[src/rtl/credit_pkg.sv]
// Shared types and constants for the credit/retry link initiator.
// The ID width sets the parking table depth (one entry per ID).
package credit_pkg;

    localparam int ID_W  = 3;
    localparam int PL_W  = 5;
    localparam int N_ENT = 1 << ID_W;

    // Occupancy of the single outgoing link slot
    typedef enum logic [1:0] {
        EMPTY  = 2'd0,
        SEND   = 2'd1,
        REPLAY = 2'd2
    } slot_state_t;

    // One parked transaction, indexed by its ID
    typedef struct packed {
        logic            parked;
        logic            credited;
        logic [PL_W-1:0] payload;
    } park_entry_t;

endpackage

[src/rtl/credit_park_table.sv]
// Parking table: one entry per transaction ID holding retried transactions.
// Write order within a cycle is grant, then replay-clear, then park, so a park
// always lands intact. A grant looks at the pre-park contents, so a grant for
// an ID being parked in the same cycle is treated as a stray grant.
module credit_park_table
    import credit_pkg::*;
(
    input  logic            clk,
    input  logic            reset,
    input  logic            park_en,
    input  logic [ID_W-1:0] park_id,
    input  logic [PL_W-1:0] park_payload,
    input  logic            gnt_en,
    input  logic [ID_W-1:0] gnt_id,
    input  logic            clr_en,
    input  logic [ID_W-1:0] clr_id,
    input  logic [ID_W-1:0] lookup_id,
    output logic            lookup_parked,
    output logic            pick_valid,
    output logic [ID_W-1:0] pick_id,
    output logic [PL_W-1:0] pick_payload,
    output logic [ID_W:0]   parked_cnt,
    output logic            gnt_err
);

    park_entry_t entries_q [N_ENT];

    // Entry updates, parked-entry count and stray-grant pulse
    always_ff @(posedge clk or posedge reset) begin
        if (reset) begin
            for (int i = 0; i < N_ENT; i++) begin
                entries_q[i] <= '0;
            end
            parked_cnt <= '0;
            gnt_err    <= 1'b0;
        end else begin
            gnt_err <= gnt_en & ~entries_q[gnt_id].parked;
            if (gnt_en && entries_q[gnt_id].parked) begin
                entries_q[gnt_id].credited <= 1'b1;
            end
            if (clr_en) begin
                entries_q[clr_id] <= '0;
            end
            if (park_en) begin
                entries_q[park_id] <= '{parked: 1'b1, credited: 1'b0, payload: park_payload};
            end
            // Only parked entries are cleared and only free entries are parked
            case ({park_en, clr_en})
                2'b10:   parked_cnt <= parked_cnt + 1'b1;
                2'b01:   parked_cnt <= parked_cnt - 1'b1;
                default: parked_cnt <= parked_cnt;
            endcase
        end
    end

    // Lowest-index entry that is both parked and credited
    always_comb begin
        pick_valid   = 1'b0;
        pick_id      = '0;
        pick_payload = '0;
        for (int i = N_ENT - 1; i >= 0; i--) begin
            if (entries_q[i].parked && entries_q[i].credited) begin
                pick_valid   = 1'b1;
                pick_id      = ID_W'(i);
                pick_payload = entries_q[i].payload;
            end
        end
    end

    assign lookup_parked = entries_q[lookup_id].parked;

endmodule

[src/rtl/credit_requester.sv]
// Initiator end of the credit/retry link. A single registered slot drives the
// link; retried transactions are parked by ID and replayed with the credit
// flag once the receiver grants a credit. Credited replays always win the
// slot over new local requests so a retried ID makes forward progress.
// Optional deadlock watchdog: define CREDIT_REQ_WDOG_EN.
//
// Handshake: a local transaction transfers when req_valid_i & req_ready_o.
// On the link, while tx_valid_o is high the receiver either accepts
// (tx_ready_i & ~tx_retry_i), retries (tx_retry_i, tx_ready_i ignored) or
// stalls; on a stall id, payload and credit stay stable.
module credit_requester
    import credit_pkg::*;
#(
    parameter int TIMEOUT_CYC = 64
) (
    input  logic            clk,
    input  logic            reset,
    input  logic            req_valid_i,
    input  logic [ID_W-1:0] req_id_i,
    input  logic [PL_W-1:0] req_payload_i,
    output logic            req_ready_o,
    output logic            tx_valid_o,
    output logic [ID_W-1:0] tx_id_o,
    output logic [PL_W-1:0] tx_payload_o,
    output logic            tx_credit_o,
    input  logic            tx_ready_i,
    input  logic            tx_retry_i,
    input  logic            credit_gnt_i,
    input  logic [ID_W-1:0] credit_id_i,
    output logic [ID_W:0]   parked_cnt_o,
    output logic            err_o,
    output logic            deadlock_o,
    output slot_state_t     slot_state_o
);

    slot_state_t     state_q;
    logic            accept;
    logic            retry;
    logic            slot_free;
    logic            id_busy;
    logic            req_parked;
    logic            pick_valid;
    logic [ID_W-1:0] pick_id;
    logic [PL_W-1:0] pick_payload;
    logic            load_replay;
    logic            load_new;

    assign accept      = tx_valid_o & tx_ready_i & ~tx_retry_i;
    assign retry       = tx_valid_o & tx_retry_i;
    assign slot_free   = ~tx_valid_o | accept | retry;
    // The in-flight ID stays reserved until it is accepted
    assign id_busy     = tx_valid_o & (tx_id_o == req_id_i) & ~accept;
    assign req_ready_o = slot_free & ~pick_valid & ~req_parked & ~id_busy;
    assign load_replay = slot_free & pick_valid;
    assign load_new    = req_valid_i & req_ready_o;

    credit_park_table u_table (
        .clk           (clk),
        .reset         (reset),
        .park_en       (retry),
        .park_id       (tx_id_o),
        .park_payload  (tx_payload_o),
        .gnt_en        (credit_gnt_i),
        .gnt_id        (credit_id_i),
        .clr_en        (load_replay),
        .clr_id        (pick_id),
        .lookup_id     (req_id_i),
        .lookup_parked (req_parked),
        .pick_valid    (pick_valid),
        .pick_id       (pick_id),
        .pick_payload  (pick_payload),
        .parked_cnt    (parked_cnt_o),
        .gnt_err       (err_o)
    );

    // Slot FSM: reload a freed slot with a credited replay, else a new request
    always_ff @(posedge clk or posedge reset) begin
        if (reset) begin
            state_q      <= EMPTY;
            tx_valid_o   <= 1'b0;
            tx_id_o      <= '0;
            tx_payload_o <= '0;
            tx_credit_o  <= 1'b0;
        end else if (slot_free) begin
            if (load_replay) begin
                state_q      <= REPLAY;
                tx_valid_o   <= 1'b1;
                tx_id_o      <= pick_id;
                tx_payload_o <= pick_payload;
                tx_credit_o  <= 1'b1;
            end else if (load_new) begin
                state_q      <= SEND;
                tx_valid_o   <= 1'b1;
                tx_id_o      <= req_id_i;
                tx_payload_o <= req_payload_i;
                tx_credit_o  <= 1'b0;
            end else begin
                state_q      <= EMPTY;
                tx_valid_o   <= 1'b0;
                tx_credit_o  <= 1'b0;
            end
        end
    end

    assign slot_state_o = state_q;

`ifdef CREDIT_REQ_WDOG_EN
    localparam int WDOG_W = $clog2(TIMEOUT_CYC + 1);

    logic [WDOG_W-1:0] wdog_cnt;

    // Count grant-free cycles while anything is parked; flag is sticky
    always_ff @(posedge clk or posedge reset) begin
        if (reset) begin
            wdog_cnt   <= '0;
            deadlock_o <= 1'b0;
        end else if (credit_gnt_i || (parked_cnt_o == '0)) begin
            wdog_cnt <= '0;
        end else if (wdog_cnt != WDOG_W'(TIMEOUT_CYC)) begin
            wdog_cnt <= wdog_cnt + 1'b1;
            if (wdog_cnt == WDOG_W'(TIMEOUT_CYC - 1)) begin
                deadlock_o <= 1'b1;
            end
        end
    end
`else
    logic unused_wdog_cfg;

    assign unused_wdog_cfg = (TIMEOUT_CYC != 0);
    assign deadlock_o      = 1'b0;
`endif

endmodule

[config.mk]
export PLATFORM = sky130hd
export DESIGN_NAME = credit_requester
export DESIGN_NICKNAME = d
export VERILOG_FILES = /design/src/rtl/credit_pkg.sv /design/src/rtl/credit_park_table.sv /design/src/rtl/credit_requester.sv
export SDC_FILE = /design/constraint.sdc
export NUM_CORES = 1
export LEC_CHECK = 0
export BUFFER_PORTS_ARGS = -buffer_cell sky130_fd_sc_hd__buf_2
export CORE_AREA = 2 2 89 112
export CTS_CLUSTER_SIZE = 16
export DETAILED_ROUTE_END_ITERATION = 8
export DIE_AREA = 0 0 91 114
export GPL_ROUTABILITY_DRIVEN = 0
export GPL_TIMING_DRIVEN = 0
export PLACE_DENSITY_LB_ADDON = 0.12
export SLEW_MARGIN = 20
export SYNTH_ARGS = -nofsm -noshare
export SYNTH_HDL_FRONTEND = slang
export SYNTH_SLANG_ARGS = --single-unit
[constraint.sdc]
create_clock -name clk -period 4.4 [get_ports clk]
set_input_delay 0.66 -clock clk [delete_from_list [all_inputs] [get_ports clk]]
set_output_delay 0.66 -clock clk [all_outputs]
set_load 0.03 [all_outputs]
# Word-level counts from Yosys, hierarchy flattened
# Cells that the tools add are included.
# totals
ff_bits	73
in_bits	17
word_cells	135
# op_classes
addsub	2
magnitude_cmp	7
n_eq_ne	3
mux	51
bitwise_logic	26
n_reduce_logical	15
# ops
op	count
$mux W56	3
$bwmux W56	2
$demux W7 S3	3
$and A56 B56 Y56	1
$not A56 Y56	1
$mux W5	10
$bmux W7 S3	2
$mux W7	6
$mux W3	10
$ge A4 B4 Y1 const B	4
$not A3 Y4	4
$logic_and A1 B1 Y1	12
$lt A4 B1 Y1 const B	3
$mux W1	12
$and A1 B1 Y1	11
$pmux W4 S2	1
$not A1 Y1	7
$mux W6	1
$add A4 B1 Y4 const B	1
$reduce_bool A2 Y1	2
$sub A4 B1 Y4 const B	1
$eq A3 B3 Y1	1
$eq A2 B1 Y1 const B	1
$eq A2 B2 Y1 const B	1
3 further kinds	4

# Longest topological paths before layout
# depth
depth_word	19
ltp_mapped	12
depth_no_buf	10

# Hierarchy
# From an unflattened synthesis, not the netlist that was laid out.
# unflattened
cells_unflattened	368
hier_area_um2	3802.4
# modules_own_cells
mod	instances	cells_each	area_each_um2	seq_area_each_um2
credit_park_table	1	313	3136.8	1526.5
credit_requester	1	55	665.6	275.3

# Worst setup path before layout
# OpenSTA, ideal clock, no wires.
# synth_timing
path_kind	input to register
startpoint	input tx_ready_i
endpoint	register u_table.parked_cnt[2]
setup_ns	0.138
arrival_ns	2.766
required_time_ns	4.262
setup_slack_ns	1.496
cell_stages	12
n_path_buf	2
cell_sequence	or3b_2 clkbuf_1 o41ai_4 clkbuf_8 inv_1 ha_1 xor2_1 ha_1 a21oi_1 xor2_1 nor2_1 xor2_1
# synth_between
elab_chain_cells	7
# synth_lines
item	line_no	source
start: declaration	credit_requester.sv:26	input logic tx_ready_i,
$and A1 B1 Y1 (*) (2 in a row)	credit_requester.sv:48	assign accept = tx_valid_o & tx_ready_i & ~tx_retry_i;
$or A1 B1 Y1 (*) (2 in a row)	credit_requester.sv:50	assign slot_free = ~tx_valid_o | accept | retry;
$and A1 B1 Y1 (*)	credit_requester.sv:54	assign load_replay = slot_free & pick_valid;
named net load_replay	credit_requester.sv:45	logic load_replay;
$eq A2 B1 Y1 / $eq A2 B2 Y1 (equally long branches)	credit_park_table.sv:48	case ({park_en, clr_en})
$pmux W4 S2 / $reduce_bool A2 Y1 (equally long branches)	-	
end signal: assignment	credit_park_table.sv:49	2'b10: parked_cnt <= parked_cnt + 1'b1;
end signal: assignment	credit_park_table.sv:50	2'b01: parked_cnt <= parked_cnt - 1'b1;
end signal: assignment	credit_park_table.sv:51	default: parked_cnt <= parked_cnt;
end: declaration	credit_park_table.sv:22	output logic [ID_W:0] parked_cnt,
# Mark *: on every way through the listed nets, which the timed path passes. The rest lies on a longest branch.
# A chain may end at the register's enable or synchronous reset.

# Worst setup path in the final report
# layout_timing
startpoint	register u_table.entries_q[48] in the netlist's numbering
endpoint	output req_ready_o
# layout_between
elab_chain_cells	7
# layout_lines
item	line_no	source
start: declaration	credit_park_table.sv:26	park_entry_t entries_q [N_ENT];
start signal: indexed assignment	credit_park_table.sv:45	entries_q[park_id] <= '{parked: 1'b1, credited: 1'b0, payload: park_payload};
parallel branches: the longest is 5 deep, another holds $bmux W7 S3	-	
$and A1 B1 Y1 (*) (2 in a row)	credit_requester.sv:53	assign req_ready_o = slot_free & ~pick_valid & ~req_parked & ~id_busy;
end: declaration	credit_requester.sv:21	output logic req_ready_o,
# Mark *: on every way between the ends. The select of a mux whose other input is x is not followed.

==> impl_metrics.py <==
metrics = {
    "status": {
        "status": "complete, no violations",
    },
    "placed_design": {
        "dp.cells": 553,
        "dp_slack_ps": 1120,
        "numPortBuffers": 33,
        "dpl_cell_area_sq_um": 4190,
        "hpwl_microns": 8010,
    },
    "clocking": {
        "cts-hold-fix-buffers": 0,
        "cts_root_buf": "clkbuf_16",
        "clk-insertion-delay-late_ps": 340,
        "clock_path_buffers": 2,
        "clkSinkCount": 72,
        "ctsHtreeMaxLevel": 3,
        "cts_tree": "done",
        "clk_pin_slew_worst_paths_ps": 60,
        "numCtsBuffers": 9,
        "post_cts_buffers": 0,
        "cts.repair.resized": 0,
    },
    "die": {
        "row_count": 40,
        "ioPinCount": 36,
        "floorplan.initialDensity_pct": 40.8,
        "die_h_microns": 114,
        "fp.dieW_microns": 91,
        "core_sq_um": 9410,
        "dieArea_sq_um": 10400,
    },
    "power_and_ir_drop": {
        "p_sw_share_pct": 43.0,
        "ir_drop_v": 0.000218,
        "power_frac_comb_pct": 49.4,
        "power.leakage_nw": 1.97,
        "switchingPower_mw": 1.62,
        "power_density_nw_per_um2": 841,
        "intPower_mw": 2.15,
        "power_mw": 3.77,
        "p_clk_share_pct": 19.1,
        "power.sequential.fraction_pct": 31.4,
    },
    "timing": {
        "slew_viol_final": 0,
        "fmax_ghz": 0.325,
        "rsz0062_at_grt": "false",
        "skew_ps": 7.21,
        "hold_viol_final": 0,
        "min_period_ps": 3080,
        "worst-slew-pin-transition_ps": 1010,
        "holdWs_ps": 312,
        "maxSlewHeadroom_pct": 32.2,
        "setup_viol": 0,
        "final.period_utilization_pct": 69.9,
        "fin_ws_ps": 1320,
        "setup_tns_ps": 0,
    },
    "finish": {
        "fillers": 919,
        "fin_nets": 458,
        "final_area_sq_um": 4490,
        "layout-drive-gt1-share_pct": 17.4,
        "area_growth_pct": 16.9,
        "final_cells": 568,
        "diodes": 0,
        "utilization_pct": 47.7,
    },
    "critical_path": {
        "crit_type": "reg2out",
        "crit_required_ps": 3740,
        "crit_fanout": 10,
        "reg2regPathDepth": 11,
        "end_kind": "output port",
        "worstSetupStartpointType": "register",
        "cp.arrival_ps": 2420,
    },
    "grt": {
        "antenna_found_initial": 0,
        "grt_usage_pct": 22.4,
        "grt_pass1_wl_microns": 17800,
        "grt_max_degree": 46,
        "grt_pass1_vias": 3264,
        "overflow": 0,
    },
    "yosys": {
        "synth.cell_area_sq_um": 3840,
        "ys_async_sr_fraction_pct": 100,
        "ys_seq_area_share_pct": 46.9,
        "synth_edf_count": 0,
        "syn-instance-count": 393,
        "synth_cell_types": 60,
        "yosys_register_bits": 72,
        "yosysWarnings": 0,
        "avgSynthCellArea_sq_um": 9.77,
        "synthFlopType": "dfrtp_1",
        "syn-num-nets": 413,
    },
    "routing": {
        "vias": 3224,
        "first_pass_iters": 4,
        "drt_wl_total_microns": 10900,
        "top_layer": "met4",
        "drt_iter0_markers": 157,
        "ant_nets": 0,
        "wl_per_cell_microns": 19.2,
        "wl_met1_microns": 4680,
        "drc": 0,
        "route.met3.wl_microns": 312,
        "post_drt_via_cell_ratio": 5.68,
        "wl_met2_microns": 5750,
    },
    "min_path": {
        "hp-class": "in2async",
    },
    "run": {
        "cap_violations": 0,
    },
}
==> registers in the layout, indices dropped and copies added (netlist names) <==
signal / count
u_table.entries_q: 56
tx_payload_o: 5
u_table.parked_cnt: 4
tx_valid_o: 1
tx_credit_o: 1
slot_state_o: 1
u_table.gnt_err: 1
tx_id_o: 3
==> final cells by class <==
class | instances | area (sq um) | area share (%)
clock inverters | 3 | 42.5 | 0.948
multi-input cells | 266 | 1810 | 40.3
repair buffers | 34 | 193 | 4.30
well taps | 126 | 158 | 3.51
flip-flops and latches | 72 | 1800 | 40.2
plain buffers | 25 | 121 | 2.71
inverters | 30 | 115 | 2.57
clock buffers | 12 | 246 | 5.50
==> layout by cell type, fill, tap and decap left out, types with 3 or more instances in the layout <==
| master | netlist | final |
|---|---|---|
| inv_1 | 30 | 29 |
| o22ai_1 | 4 | 4 |
| nor3_1 | 12 | 11 |
| buf_2 | 0 | 33 |
| a22o_2 | 3 | 3 |
| dfrtp_1 | 72 | 72 |
| buf_1 | 9 | 9 |
| a22o_1 | 21 | 21 |
| a41oi_1 | 4 | 4 |
| a31oi_1 | 14 | 14 |
| a211oi_1 | 5 | 5 |
| nand2_1 | 37 | 37 |
| o21ai_0 | 12 | 12 |
| clkbuf_1 | 10 | 12 |
| mux2_2 | 7 | 7 |
| nor2b_1 | 10 | 10 |
| xor2_1 | 6 | 6 |
| clkbuf_16 | 0 | 9 |
| a311oi_1 | 4 | 4 |
| o31ai_1 | 25 | 25 |
| nor2_1 | 19 | 19 |
| and3_1 | 4 | 4 |
| and2_1 | 5 | 5 |
| a221o_1 | 5 | 5 |
| nand2b_1 | 3 | 3 |
| ha_1 | 3 | 3 |
| nand3_1 | 10 | 10 |
| a21oi_1 | 16 | 16 |
==> cell families after synthesis <==
logic type | count (synthesis) | synth area share, %
adders and majority gates | 3 | 0.978
and+or+nand+nor | 113 | 14.6
buffers and inverters | 55 | 6.10
xor gates and xnor gates | 8 | 1.83
DFF | 72 | 46.9
other | 1 | 0.0977
AOI/OAI and AO/OA | 131 | 25.9
muxes | 10 | 3.59
==> critical path, stage by stage (launching register included) <==
cell and delay, ps:
dfrtp_1 420, a22o_1 260, buf_6 150, or4_4 530, a211oi_1 350, nor2b_1 170
buf_2 200
==> synthesized netlist by cell type (2+ instances only) <==
library cell / instances / area share [%]
and3_1: 4 / 0.65
and2_1: 5 / 0.81
o21ai_0: 12 / 1.6
nand3_1: 10 / 1.3
a22o_1: 21 / 4.8
clkbuf_2: 2 / 0.26
inv_1: 30 / 2.9
clkbuf_1: 10 / 0.98
nand2_1: 37 / 3.6
a311oi_1: 4 / 0.91
buf_4: 2 / 0.39
buf_1: 9 / 0.88
o31ai_1: 25 / 4.9
a211oi_1: 5 / 0.98
mux2_2: 7 / 2.1
o221ai_1: 2 / 0.46
a31oi_1: 14 / 2.3
nor2_1: 19 / 1.9
a41oi_1: 4 / 0.91
dfrtp_1: 72 / 47
nor2b_1: 10 / 1.6
o22ai_1: 4 / 0.65
nor3b_1: 2 / 0.39
nand2b_1: 3 / 0.49
a21o_1: 2 / 0.39
a21boi_1: 2 / 0.39
or2_2: 2 / 0.33
xor2_1: 6 / 1.4
a22o_2: 3 / 0.78
xnor2_1: 2 / 0.46
a21oi_1: 16 / 2.1
nor3_1: 12 / 1.6
a32oi_1: 2 / 0.46
ha_1: 3 / 0.98
a221o_1: 5 / 1.3
==> worst paths after layout <==
kind	slack, ps	endpoint	start
worst max-delay path	1320	req_ready_o	u_table.entries_q[48]$_DFF_PP0_
worst min-delay path	310	u_table.parked_cnt[3]$_DFFE_PP0P_	reset
worst max register to register	1330	u_table.parked_cnt[2]$_DFFE_PP0P_	u_table.entries_q[20]$_DFF_PP0_
worst min register to register	460	u_table.parked_cnt[3]$_DFFE_PP0P_	u_table.parked_cnt[3]$_DFFE_PP0P_
max in group asynchronous	3530	u_table.entries_q[5]$_DFF_PP0_	reset
min in group clk	460	u_table.parked_cnt[3]$_DFFE_PP0P_	u_table.parked_cnt[3]$_DFFE_PP0P_
==> power by group through the flow <==
stage               combinational [mW]  sequential, mW  clock [mW]
floorplan                         1.25            1.27           0
global placement                  1.82            1.18           0
detailed placement                1.85            1.19           0
CTS                               1.86            1.18       0.734
global route                      2.04            1.23       0.760
finish                            1.87            1.19       0.722
==> layer usage <==
layer / global-route usage (%) / vias up
met5: 0 / -
met4: 9.49 / 0
met1: 27.8 / 1601
met2: 39.5 / 77
met3: 2.64 / 11
li1: - / 1535
Note: power is estimated with default switching activity, not from simulation.
